**src/rtl/trigger_sequencer.sv**
```systemverilog
// Trigger sequencer for a circular capture buffer: pre-trigger fill, armed
// wrap-around capture, trigger-address latch and post-trigger completion.
module trigger_sequencer #(
    parameter int unsigned ADDR_W = 14
) (
    input  logic              adc_clk,
    input  logic              adc_rst,
    input  logic              arm,
    input  logic              abort,
    input  logic              trig_in,
    input  logic              trig_sw,
    input  logic [ADDR_W-1:0] pre_len,
    input  logic [ADDR_W-1:0] post_len,
    output logic              buf_we,
    output logic [ADDR_W-1:0] buf_addr,
    output logic [ADDR_W-1:0] trig_addr,
    output logic              busy,
    output logic              done
);

    typedef enum logic [2:0] {
        S_IDLE,
        S_PRE,
        S_ARMED,
        S_POST,
        S_DONE
    } state_t;

    state_t            state;
    logic              trig_prev;
    logic [ADDR_W-1:0] pre_len_q;
    logic [ADDR_W-1:0] post_len_q;
    logic [ADDR_W-1:0] pre_cnt;
    logic [ADDR_W-1:0] post_cnt;
    logic              trig_evt_c;
    logic              pre_last_c;
    logic              post_last_c;

    // Rising edge of the comparator level, or a software force.
    assign trig_evt_c  = (trig_in & ~trig_prev) | trig_sw;
    assign pre_last_c  = (pre_cnt == pre_len_q - ADDR_W'(1));
    assign post_last_c = (post_cnt == post_len_q - ADDR_W'(1));

    always_ff @(posedge adc_clk) begin
        if (adc_rst) begin
            state      <= S_IDLE;
            trig_prev  <= 1'b1;
            pre_len_q  <= '0;
            post_len_q <= '0;
            pre_cnt    <= '0;
            post_cnt   <= '0;
            buf_we     <= 1'b0;
            buf_addr   <= '0;
            trig_addr  <= '0;
            busy       <= 1'b0;
            done       <= 1'b0;
        end else begin
            trig_prev <= trig_in;

            // Every issued write advances the address; arm overrides below.
            if (buf_we) begin
                buf_addr <= buf_addr + ADDR_W'(1);
            end

            if (abort) begin
                state  <= S_IDLE;
                buf_we <= 1'b0;
                busy   <= 1'b0;
                done   <= 1'b0;
            end else begin
                case (state)
                    S_IDLE, S_DONE: begin
                        if (arm) begin
                            pre_len_q  <= pre_len;
                            post_len_q <= post_len;
                            pre_cnt    <= '0;
                            post_cnt   <= '0;
                            buf_addr   <= '0;
                            buf_we     <= 1'b1;
                            busy       <= 1'b1;
                            done       <= 1'b0;
                            state      <= (pre_len == '0) ? S_ARMED : S_PRE;
                        end
                    end

                    S_PRE: begin
                        pre_cnt <= pre_cnt + ADDR_W'(1);
                        if (pre_last_c) begin
                            state <= S_ARMED;
                        end
                    end

                    // The write issued in the trigger cycle is the trigger sample.
                    S_ARMED: begin
                        if (trig_evt_c) begin
                            trig_addr <= buf_addr;
                            if (post_len_q == '0) begin
                                state  <= S_DONE;
                                buf_we <= 1'b0;
                                busy   <= 1'b0;
                                done   <= 1'b1;
                            end else begin
                                state <= S_POST;
                            end
                        end
                    end

                    S_POST: begin
                        post_cnt <= post_cnt + ADDR_W'(1);
                        if (post_last_c) begin
                            state  <= S_DONE;
                            buf_we <= 1'b0;
                            busy   <= 1'b0;
                            done   <= 1'b1;
                        end
                    end

                    default: begin
                        state  <= S_IDLE;
                        buf_we <= 1'b0;
                        busy   <= 1'b0;
                        done   <= 1'b0;
                    end
                endcase
            end
        end
    end

endmodule

```
**config.mk**
```make
export PLATFORM = sky130hd
export DESIGN_NAME = trigger_sequencer
export DESIGN_NICKNAME = d
export VERILOG_FILES = /design/src/rtl/trigger_sequencer.sv
export SDC_FILE = /design/constraint.sdc
export NUM_CORES = 1
export LEC_CHECK = 0
export CAP_MARGIN = 20
export CORE_ASPECT_RATIO = 1.4
export CORE_UTILIZATION = 30
export CTS_BUF_LIST = sky130_fd_sc_hd__clkbuf_8
export CTS_CLUSTER_DIAMETER = 30
export DETAILED_ROUTE_END_ITERATION = 8
export DONT_BUFFER_PORTS = 1
export PLACE_DENSITY = 0.53
export REMOVE_ABC_BUFFERS = 1
export SLEW_MARGIN = 5
export SYNTH_ARGS = -nofsm -noshare
export SYNTH_HDL_FRONTEND = slang
export SYNTH_SLANG_ARGS = --single-unit
```
**constraint.sdc**
```tcl
create_clock -name adc_clk -period 2.5 [get_ports adc_clk]
set_input_delay 0.375 -clock adc_clk [delete_from_list [all_inputs] [get_ports adc_clk]]
set_output_delay 0.375 -clock adc_clk [all_outputs]
set_load 0.01 [all_outputs]
```
==> metrics, run 1 <==
core area=15100 µm²; post-synth top area share=0.387; first-pass GRT wire length=20.1 mm; multi-input logic area=approximately 2900 µm²; Hold Fails Final Rpt=0; relative slew slack=0.672; P_int=2.17 mW; Tot GR Track Use=0.161; pin count of the biggest net entering global routing=51; Setup WS post-layout=-0.0221 ns; Synth Area per Inst=8.05 µm²; CTS H-tree depth=3; outcome=finished, violations left; Initial Util=0.308; gpl congestion=0.883; sw frac=0.286; Final ANT Viol Nets=0; Die Width=about 110 µm; Vias=~4100; NetSw=0.870 mW; failing checks=setup timing; drt pass-1 iters=4; CP Class=reg -> reg; area of the die=16000 µm²; GR Overflow Total=0; hold buffer count at CTS=0; minimum setup slack among reg-to-reg paths=-0.02 ns; final cycle utilization of the critical path=1.01; commonest non-fill, non-tap cell in the layout=dfxtp_1; Clock Power Share=0.337; Primary FF master, synth=dfxtp_1; Clock Sinks=90; Total Routed Length=12.7 mm; Mapped Area=4660 µm²; setup TNS=-0.0520 ns; n_diodes=0; average wire per standard cell=15.8 µm; Max IR drop VDD=305 µV; vias per inst=5.13; critical path required time=2.77 ns; clock transition at the registers of the reported paths=about 0.10 ns; Filler cells=about 1600; #FFs+latches synth=90; placed insts=782; power share of the combinational group=0.171; post-synth cell types=55; Overall Power=between 3 and 4 mW; Finished Layout Cells=806; Register Area=1810 µm²; count of final setup violators=3; Static Leak=2.01 nW; max-slew violation count=0; commonest cells after routing, fill and taps aside=dfxtp_1 (87), nand2_1 (81), nor2_1 (77); cts bufs inserted=9; Mapped Cells=just under 600; Syn-to-layout area delta=18.9%; Max FO, Critical Path=4; clk_skew=0.0118 ns; synth top area cells=dfxtp_1 (39%), xnor2_1 (7.0%), nand2_1 (6.5%), nor2_1 (6.3%), xor2_1 (5.6%); nets@finish=649; DRC=0; HPWL Detailed=roughly 9.3 mm; CTS max path bufs=2; CTS Root Cell=clkbuf_8; Port Buffers=0; clock latency on the worst-skew pair=0.36 ns; Die Y=149 µm; Final min period=~2.5 ns; Post-Route Utilization=0.366; EDFF count, synth=0; initial antenna violation count=0; Critical Path AT=2.79 ns; vias in the first global route=4072; Synth area leader=dfxtp_1; share of layout cells above drive strength 1=0.176; TritonCTS clock tree=done; # IOs=65; YS warnings=0; worst hold path type=in -> reg; RSZ-0062 raised after global routing=yes; worst slew pin tran=0.491 ns; DR iter-0 viols=150; PwrDens=549 nW/µm²; post-synthesis sequential area ratio=0.387; CP endpoint kind=register; fraction of registers with async set/reset=0; Max Freq=slightly below 400 MHz; Sequential Power Share=0.492; num rows=53; MaxCap Viol Count=0; Hold Worst Slack=0.0685 ns; Worst setup SP type=register
worst max-delay path: stages, from the launching register on:
cell and delay, ns:
dfxtp_4 0.35, buf_4 0.14, or4_1 0.58, o311ai_2 0.34, o41ai_2 0.13, o2111ai_2 0.27, o41ai_4 0.10, and2_1 0.18
a2111oi_2 0.33
logic make-up (layout without fill, tap and decap cells):
| family | after synthesis | in the layout | share of synthesized area |
|---|---|---|---|
| adders and majority gates | 6 | 6 | 0.0161 |
| and+or+nand+nor | 270 | 270 | 0.282 |
| muxes | 16 | 16 | 0.0346 |
| xor gates and xnor gates | 67 | 67 | 0.126 |
| AOI/OAI and AO/OA | 86 | 86 | 0.117 |
| DFF | 90 | 90 | 0.387 |
| buffers and inverters | 44 | 79 | 0.0371 |
flip-flops by register name (all words and copies together) (netlist names):
signal      count
state           3
buf_addr       14
done            1
trig_prev       1
pre_cnt        14
trig_addr      14
busy            1
post_len_q     14
post_cnt       14
pre_len_q      14
path summary, 6_finish.rpt:
| check | depth (start not counted) | from | to |
|---|---|---|---|
| setup / recovery | 8 | post_len_q[6] | state[1] |
| hold / removal | 1 | adc_rst | trig_addr[11] |
| setup reg to reg | 8 | post_len_q[6] | state[1] |
| hold reg to reg | 2 | pre_len_q[13] | pre_len_q[13] |
final cells by class:
class | instances | area share
repair buffers | 49 | 0.0693
flip-flops and latches | 90 | 0.327
multi-input cells | 445 | 0.515
well taps | 192 | 0.0434
clock inverters | 7 | 0.0136
clock buffers | 9 | 0.0224
inverters | 14 | 0.00994
power by group through the flow:
stage / registers [mW] / clock network (mW) / logic [mW]
finish: 1.50 / 1.03 / 0.520
global route: 1.50 / 1.11 / 0.567
CTS: 1.50 / 1.06 / 0.469
detailed placement: 1.53 / 0 / 0.434
global placement: 1.53 / 0 / 0.426
floorplan: 1.53 / 0 / 0.283
metal layers:
metal / part of all wire / up-vias / wire, µm / global-route usage
li1: - / 2060 / - / -
met1: 0.39 / 1980 / 4920 / 0.171
met2: 0.55 / 66 / 7040 / 0.303
met3: 0.031 / 27 / 390 / 0.0305
met4: 0.029 / 0 / 372 / 0.0767
met5: 0 / - / 0 / 0
through the flow:
stage / worst slack, ns / cell area, µm²
finish: -0.0221 / 5540
global route: -0.209 / 5540
CTS: -0.00693 / 5410
detailed placement: -0.146 / 5100
global placement: -0.0648 / 5100
floorplan: 0.101 / 4540
synthesized netlist by cell type, drive strengths merged, types with 3 or more instances:
cell type,count
dfxtp,90
nand2,81
nor2,78
a21oi,45
xnor2,37
xor2,30
clkbuf,25
nand3,18
nand4,17
mux2i,15
inv,14
nor4,14
o21ai,11
or3,10
nor3,8
ha,6
and3,5
buf,5
nand2b,5
nor2b,5
or2,5
or3b,5
or4,5
a2111oi,3
a31oi,3
nand3b,3
nand4b,3
nor3b,3
o211ai,3
o41ai,3
timing repair:
action                     CTS  global route
gates resized for setup     20            18
setup endpoints to repair    5             5
pin swaps                    6             2
gates cloned                 0             0
setup buffers                6             2
No activity file was read; power rests on OpenSTA's default activity.
==> inputs of run 2 (changes only) <==
--- a/config.mk
+++ b/config.mk
@@ -12,7 +12,8 @@
 export CTS_CLUSTER_DIAMETER = 30
 export DETAILED_ROUTE_END_ITERATION = 8
 export DONT_BUFFER_PORTS = 1
-export PLACE_DENSITY = 0.53
+export GPL_TIMING_DRIVEN = 0
+export PLACE_DENSITY = 0.57
 export REMOVE_ABC_BUFFERS = 1
 export SLEW_MARGIN = 5
 export SYNTH_ARGS = -nofsm -noshare
==> run 2 against run 1 <==
Against the previous run:
- the run now ends clean
- cell area decreased by 1.8%
- sequential share of layout area increased by 0.74 points
- power increased by 0.70%
- sequential power about the same
- worst hold slack about the same
- flip-flop and latch count unchanged
- final cell count decreased by 3.0%
- largest cell class unchanged
==> metrics, run 2 (synthesized netlist as in run 1, its figures left out) <==
worst reg2reg path startpoint=post_len_q[1] (was post_len_q[6]); n_diodes=0 (unchanged); worst hold path type=in -> reg (unchanged); nets@finish=625 (was 649); vias in the first global route=3986 (was 4072); met3 wire length=513 µm (was 390 µm); initial antenna violation count=0 (unchanged); Tot GR Track Use=0.158 (was 0.161); commonest cells after routing, fill and taps aside=nand2_1 (81), dfxtp_1 (81), nor2_1 (75) (was dfxtp_1 (87), nand2_1 (81), nor2_1 (77)); pin count of the biggest net entering global routing=51 (unchanged); outcome=finished, final reports clean (was finished, violations left); clock transition at the registers of the reported paths=0.11 ns (was 0.10 ns); cts bufs inserted=9 (unchanged); Hold Fails Final Rpt=0 (unchanged); worst slew pin tran=0.843 ns (was 0.491 ns); Initial Util=0.308 (unchanged); dpl cell area=4810 µm² (was 5100 µm²); MaxCap Viol Count=0 (unchanged); Clock Sinks=90 (unchanged); Vias=4118 (was 4133); average wire per standard cell=16.0 µm (was 15.8 µm); Total Routed Length=12.5 mm (was 12.7 mm); crit path to=state[1] (unchanged); top routing layer used=met4 (unchanged); Die Y=149 µm (unchanged); DR iter-0 viols=276 (was 150); Final ANT Viol Nets=0 (unchanged); max-slew violation count=0 (unchanged); met1 wire length=4.65 mm (was 4.92 mm); Port Buffers=0 (unchanged); met2 wire len=7.00 mm (was 7.04 mm); reg2reg end=state[1] (unchanged); Worst setup SP type=register (unchanged); CP Class=reg -> reg (unchanged); Die Width=107 µm (unchanged); HPWL Detailed=8.83 mm (was 9.34 mm); critical path required time=2.78 ns (was 2.77 ns); CTS Root Cell=clkbuf_8 (unchanged); DRC=0 (unchanged); clock latency on the worst-skew pair=0.37 ns (was 0.36 ns); clk_skew=0.0151 ns (was 0.0118 ns); PwrDens=563 nW/µm² (was 549 nW/µm²); Max IR drop VDD=314 µV (was 305 µV); Post-Route Utilization=0.360 (was 0.366); vias per inst=5.27 (was 5.13); share of layout cells above drive strength 1=0.166 (was 0.176); CTS H-tree depth=3 (unchanged); Hold Worst Slack=0.0688 ns (was 0.0685 ns); Critical Path AT=2.77 ns (was 2.79 ns); GR Overflow Total=0 (unchanged); crit path from=post_len_q[1] (was post_len_q[6]); first-pass GRT wire length=19.8 mm (was 20.1 mm); Final min period=2.49 ns (was 2.52 ns); count of final setup violators=0 (was 3); CTS max path bufs=2 (unchanged); final cycle utilization of the critical path=0.998 (was 1.01); CP endpoint kind=register (unchanged); design area=5440 µm² (was 5540 µm²); relative slew slack=0.438 (was 0.672); gpl congestion=0.799 (was 0.883); minimum setup slack among reg-to-reg paths=0.006 ns (was -0.02 ns); num rows=53 (unchanged); RSZ-0062 raised after global routing=yes (unchanged); Max FO, Critical Path=4 (unchanged); Max Freq=401 MHz (was 396 MHz); Syn-to-layout area delta=16.8% (was 18.9%); drt pass-1 iters=5 (was 4); Static Leak=1.92 nW (was 2.01 nW); TritonCTS clock tree=done (unchanged); core area=15100 µm² (unchanged); Overall Power=3.06 mW (was 3.04 mW); # IOs=65 (unchanged); Worst R2R Path Depth=8 (unchanged); area of the die=16000 µm² (unchanged)
run 2: power by group:
| part | internal (mW) | switching (mW) |
|---|---|---|
| sequential | 1.46 | 0.0572 |
| clock | 0.490 | 0.586 |
| combinational | 0.222 | 0.248 |
| total | 2.17 | 0.891 |
run 2: worst max-delay path: stages (launching register included):
cell	delay [ns]
dfxtp_4	0.38
buf_4	0.15
nor4_4	0.36
nand4_1	0.21
mux2_2	0.34
a211oi_4	0.31
o41ai_4	0.13
and2_4	0.18
a2111oi_2	0.33
run 2: worst min-delay path by stage:
stage                        from             to  cells past startpoint
global placement    pre_len_q[13]  pre_len_q[13]                      2
CTS                       adc_rst   trig_addr[5]                      1
global route              adc_rst   trig_addr[5]                      1
floorplan           pre_len_q[13]  pre_len_q[13]                      2
finish                    adc_rst   trig_addr[5]                      1
detailed placement        adc_rst   trig_addr[6]                      1
run 2: what timing repair did:
item / CTS / global route
resized for setup: 23 / 29
hold buffers: 0 / 0
setup buffers: 7 / 14
cloned: 1 / 0
setup endpoints to repair: 16 / 12
hold endpoints to repair: 0 / 0
pin swaps: 8 / 14
run 2: per-layer routing:
layer / vias to the layer above / track usage
met2: 77 / 0.300
met4: 0 / 0.0705
met1: 2007 / 0.166
met3: 22 / 0.0318
met5: - / 0
li1: 2012 / -
run 2: area by class of cell:
class	count	area [µm²]
Sequential cell	90	1820
Tap cell	192	240
Timing Repair Buffer	24	188
Inverter	14	52.6
Fill cell	1539	9680
Clock buffer	9	124
Clock inverter	7	90.1
Multi-Input combinational cell	446	2930
run 2: through the flow:
step                setup TNS, ns  setup WS, ns  cells
floorplan                       0         0.101    549
global placement           -23.80        -0.426    741
detailed placement          -3.25        -0.382    744
CTS                       -0.0302       -0.0302    768
global route               -0.483        -0.143    782
finish                          0       0.00604    782
==> RTL edit (flow settings as in run 1) <==
`ADDR_W`: 14 -> 16.
--- a/src/rtl/trigger_sequencer.sv
+++ b/src/rtl/trigger_sequencer.sv
@@ -2,5 +2,5 @@
 // wrap-around capture, trigger-address latch and post-trigger completion.
 module trigger_sequencer #(
-    parameter int unsigned ADDR_W = 14
+    parameter int unsigned ADDR_W = 16
 ) (
     input  logic              adc_clk,
Ports: changed (resized buf_addr, post_len, pre_len and trig_addr); port bits go from 65 to 73. The function was not compared with the original's and may differ.
==> RTL edit against run 1 <==
- area after synthesis up 12%
- clock power grew 5%
- cell area up 5.0%
- sequential share of layout area grew 2.5 points
- worst setup slack better by 0.094 ns
- power increased by 5.0%
- routed wire length is 3.2% higher
- core utilization fell by 2.2 points
- sequential cell count grew 12
- final cell count up 12%
- first-iteration DRC count up 63%
- largest cell class unchanged
==> RTL edit: results (changes against run 1) <==
power:
  leakagePower_nw: 2.08  # +3.3%
  peakVddDrop_uv: 255  # -16%
cells_and_area:
  fin_cells: 900  # +12%
  fillers: 1767  # +13%
  nets: 707  # +8.9%
  drive_gt1_share_pct: 9.88  # -7.7 points
hold_path:
  hold_end: "post_len_q[6]$_SDFFE_PP0P_"
place:
  dp_cells: 883  # +13%
  place_congestion: 0.830  # -6.0%
  pre_cts_slack_ns: 0.00549  # +0.151 ns
  place_area_um2: 5560  # +9.0%
  dp_hpwl_um: 9990  # +7.0%
setup_path:
  worstSetupEndpoint: "state[0]$_SDFFE_PP0P_"
  slowest_stage: "or4b_4"
  critPathTopFamily: "simple AND/OR/NAND/NOR gates"
  cp.arrival_ns: 2.67  # -0.12 ns
  ff2ff_setup_slack_ns: 0.07  # +0.09 ns
  reg2reg_depth: 9  # +1
  crit_start: "pre_len_q[1]$_SDFFE_PP0P_"
  critPathMaxStageDelay_ns: 0.49  # -0.09 ns
yosys:
  synthTopCellsByCount: "nand2_1 (121), dfxtp_1 (102), nor2_1 (68)"
  seq_area_frac_synth_pct: 39.0  # +0.36 points
  synth_warnings: 0  # unchanged
  yosys-top-cells-area: "dfxtp_1 (39%), nand2_1 (8.7%), xor2_1 (7.7%)"
  syn-instance-count: 665  # +15%
  synth_cell_types: 62  # +13%
sta:
  finalCritPeriodShare_pct: 97.1  # -3.8 points
  setup_viol_count_final: 0  # -3
  worst_pin_slew_ns: 0.572  # +0.0813 ns
  worst_clock_skew_ns: 0.00561  # -0.00616 ns
drt:
  drt_iter0_markers: 244  # +63%
  avgViaCountPerCell: 4.99  # -2.7%
  post_drt_wl_per_cell_um: 14.6  # -7.6%
global_route:
  grt_use_total_pct: 15.1  # -1.0 points
  grt_max_degree: 56  # +9.8%
  grt_pass1_vias: 4388  # +7.8%
  grt_pass1_wl_um: 21300  # +5.8%
clock_network:
  numCtsBuffers: 9  # unchanged
status:
  outcome: "finished clean"
RTL edit: cells by family (layout without fill, tap and decap cells):
kind of cell,after synthesis,in the layout,synth area share [%]
mux,4,4,0.813
buf+inv,50,53,4.02
flops,102,102,39.0
simple gates,316,316,29.6
fa+ha+maj,6,6,1.43
compound gates,119,119,13.7
xor+xnor,68,68,11.4
RTL edit: per-layer routing:
layer	vias to the layer above	GRT usage, %	part of all wire, %
li1	2284	-	-
met1	2089	16.7	43
met4	0	6.20	1.9
met3	16	4.83	6.7
met2	100	26.6	49
met5	-	0	0
RTL edit: what timing repair did:
item | CTS | global route
pin swaps | 1 | 5
gates resized for setup | 2 | 7
setup buffers | 0 | 1
endpoints found under the setup margin | 1 | 5
hold buffers | 0 | 0
RTL edit: worst register-to-register path: cells and delay by family, from the launching register on:
| kind | cells | cell delay [ns] |
|---|---|---|
| AO/OA/AOI/OAI | 4 | 0.74 |
| XOR/XNOR | 1 | 0.16 |
| adder cells (fa/ha/maj) | 1 | 0.15 |
| buffers and inverters | 1 | 0.05 |
| flip-flops | 1 | 0.35 |
| AND/OR/NAND/NOR | 2 | 0.86 |
RTL edit: layout make-up:
cell class,count,area (µm²),share of cell area [%]
multi-input cells,513,3030,52.1
flip-flops and latches,102,2040,35.1
well taps,232,290,4.99
repair buffers,26,208,3.57
clock buffers,9,124,2.13
clock inverters,7,80.1,1.38
inverters,11,41.3,0.710
RTL edit: stage by stage:
stage          hold WS [ns]  TNS, ns
2_1_floorplan         0.444        0
3_3_place_gp          0.449        0
3_5_place_dp          0.451        0
4_1_cts              0.0356        0
5_1_grt              0.0360  -0.0672
6_report             0.0622        0
RTL edit: report_power, final:
group | switching (mW) | internal [mW]
logic | 0.231 | 0.195
registers | 0.0393 | 1.65
clock network | 0.598 | 0.479
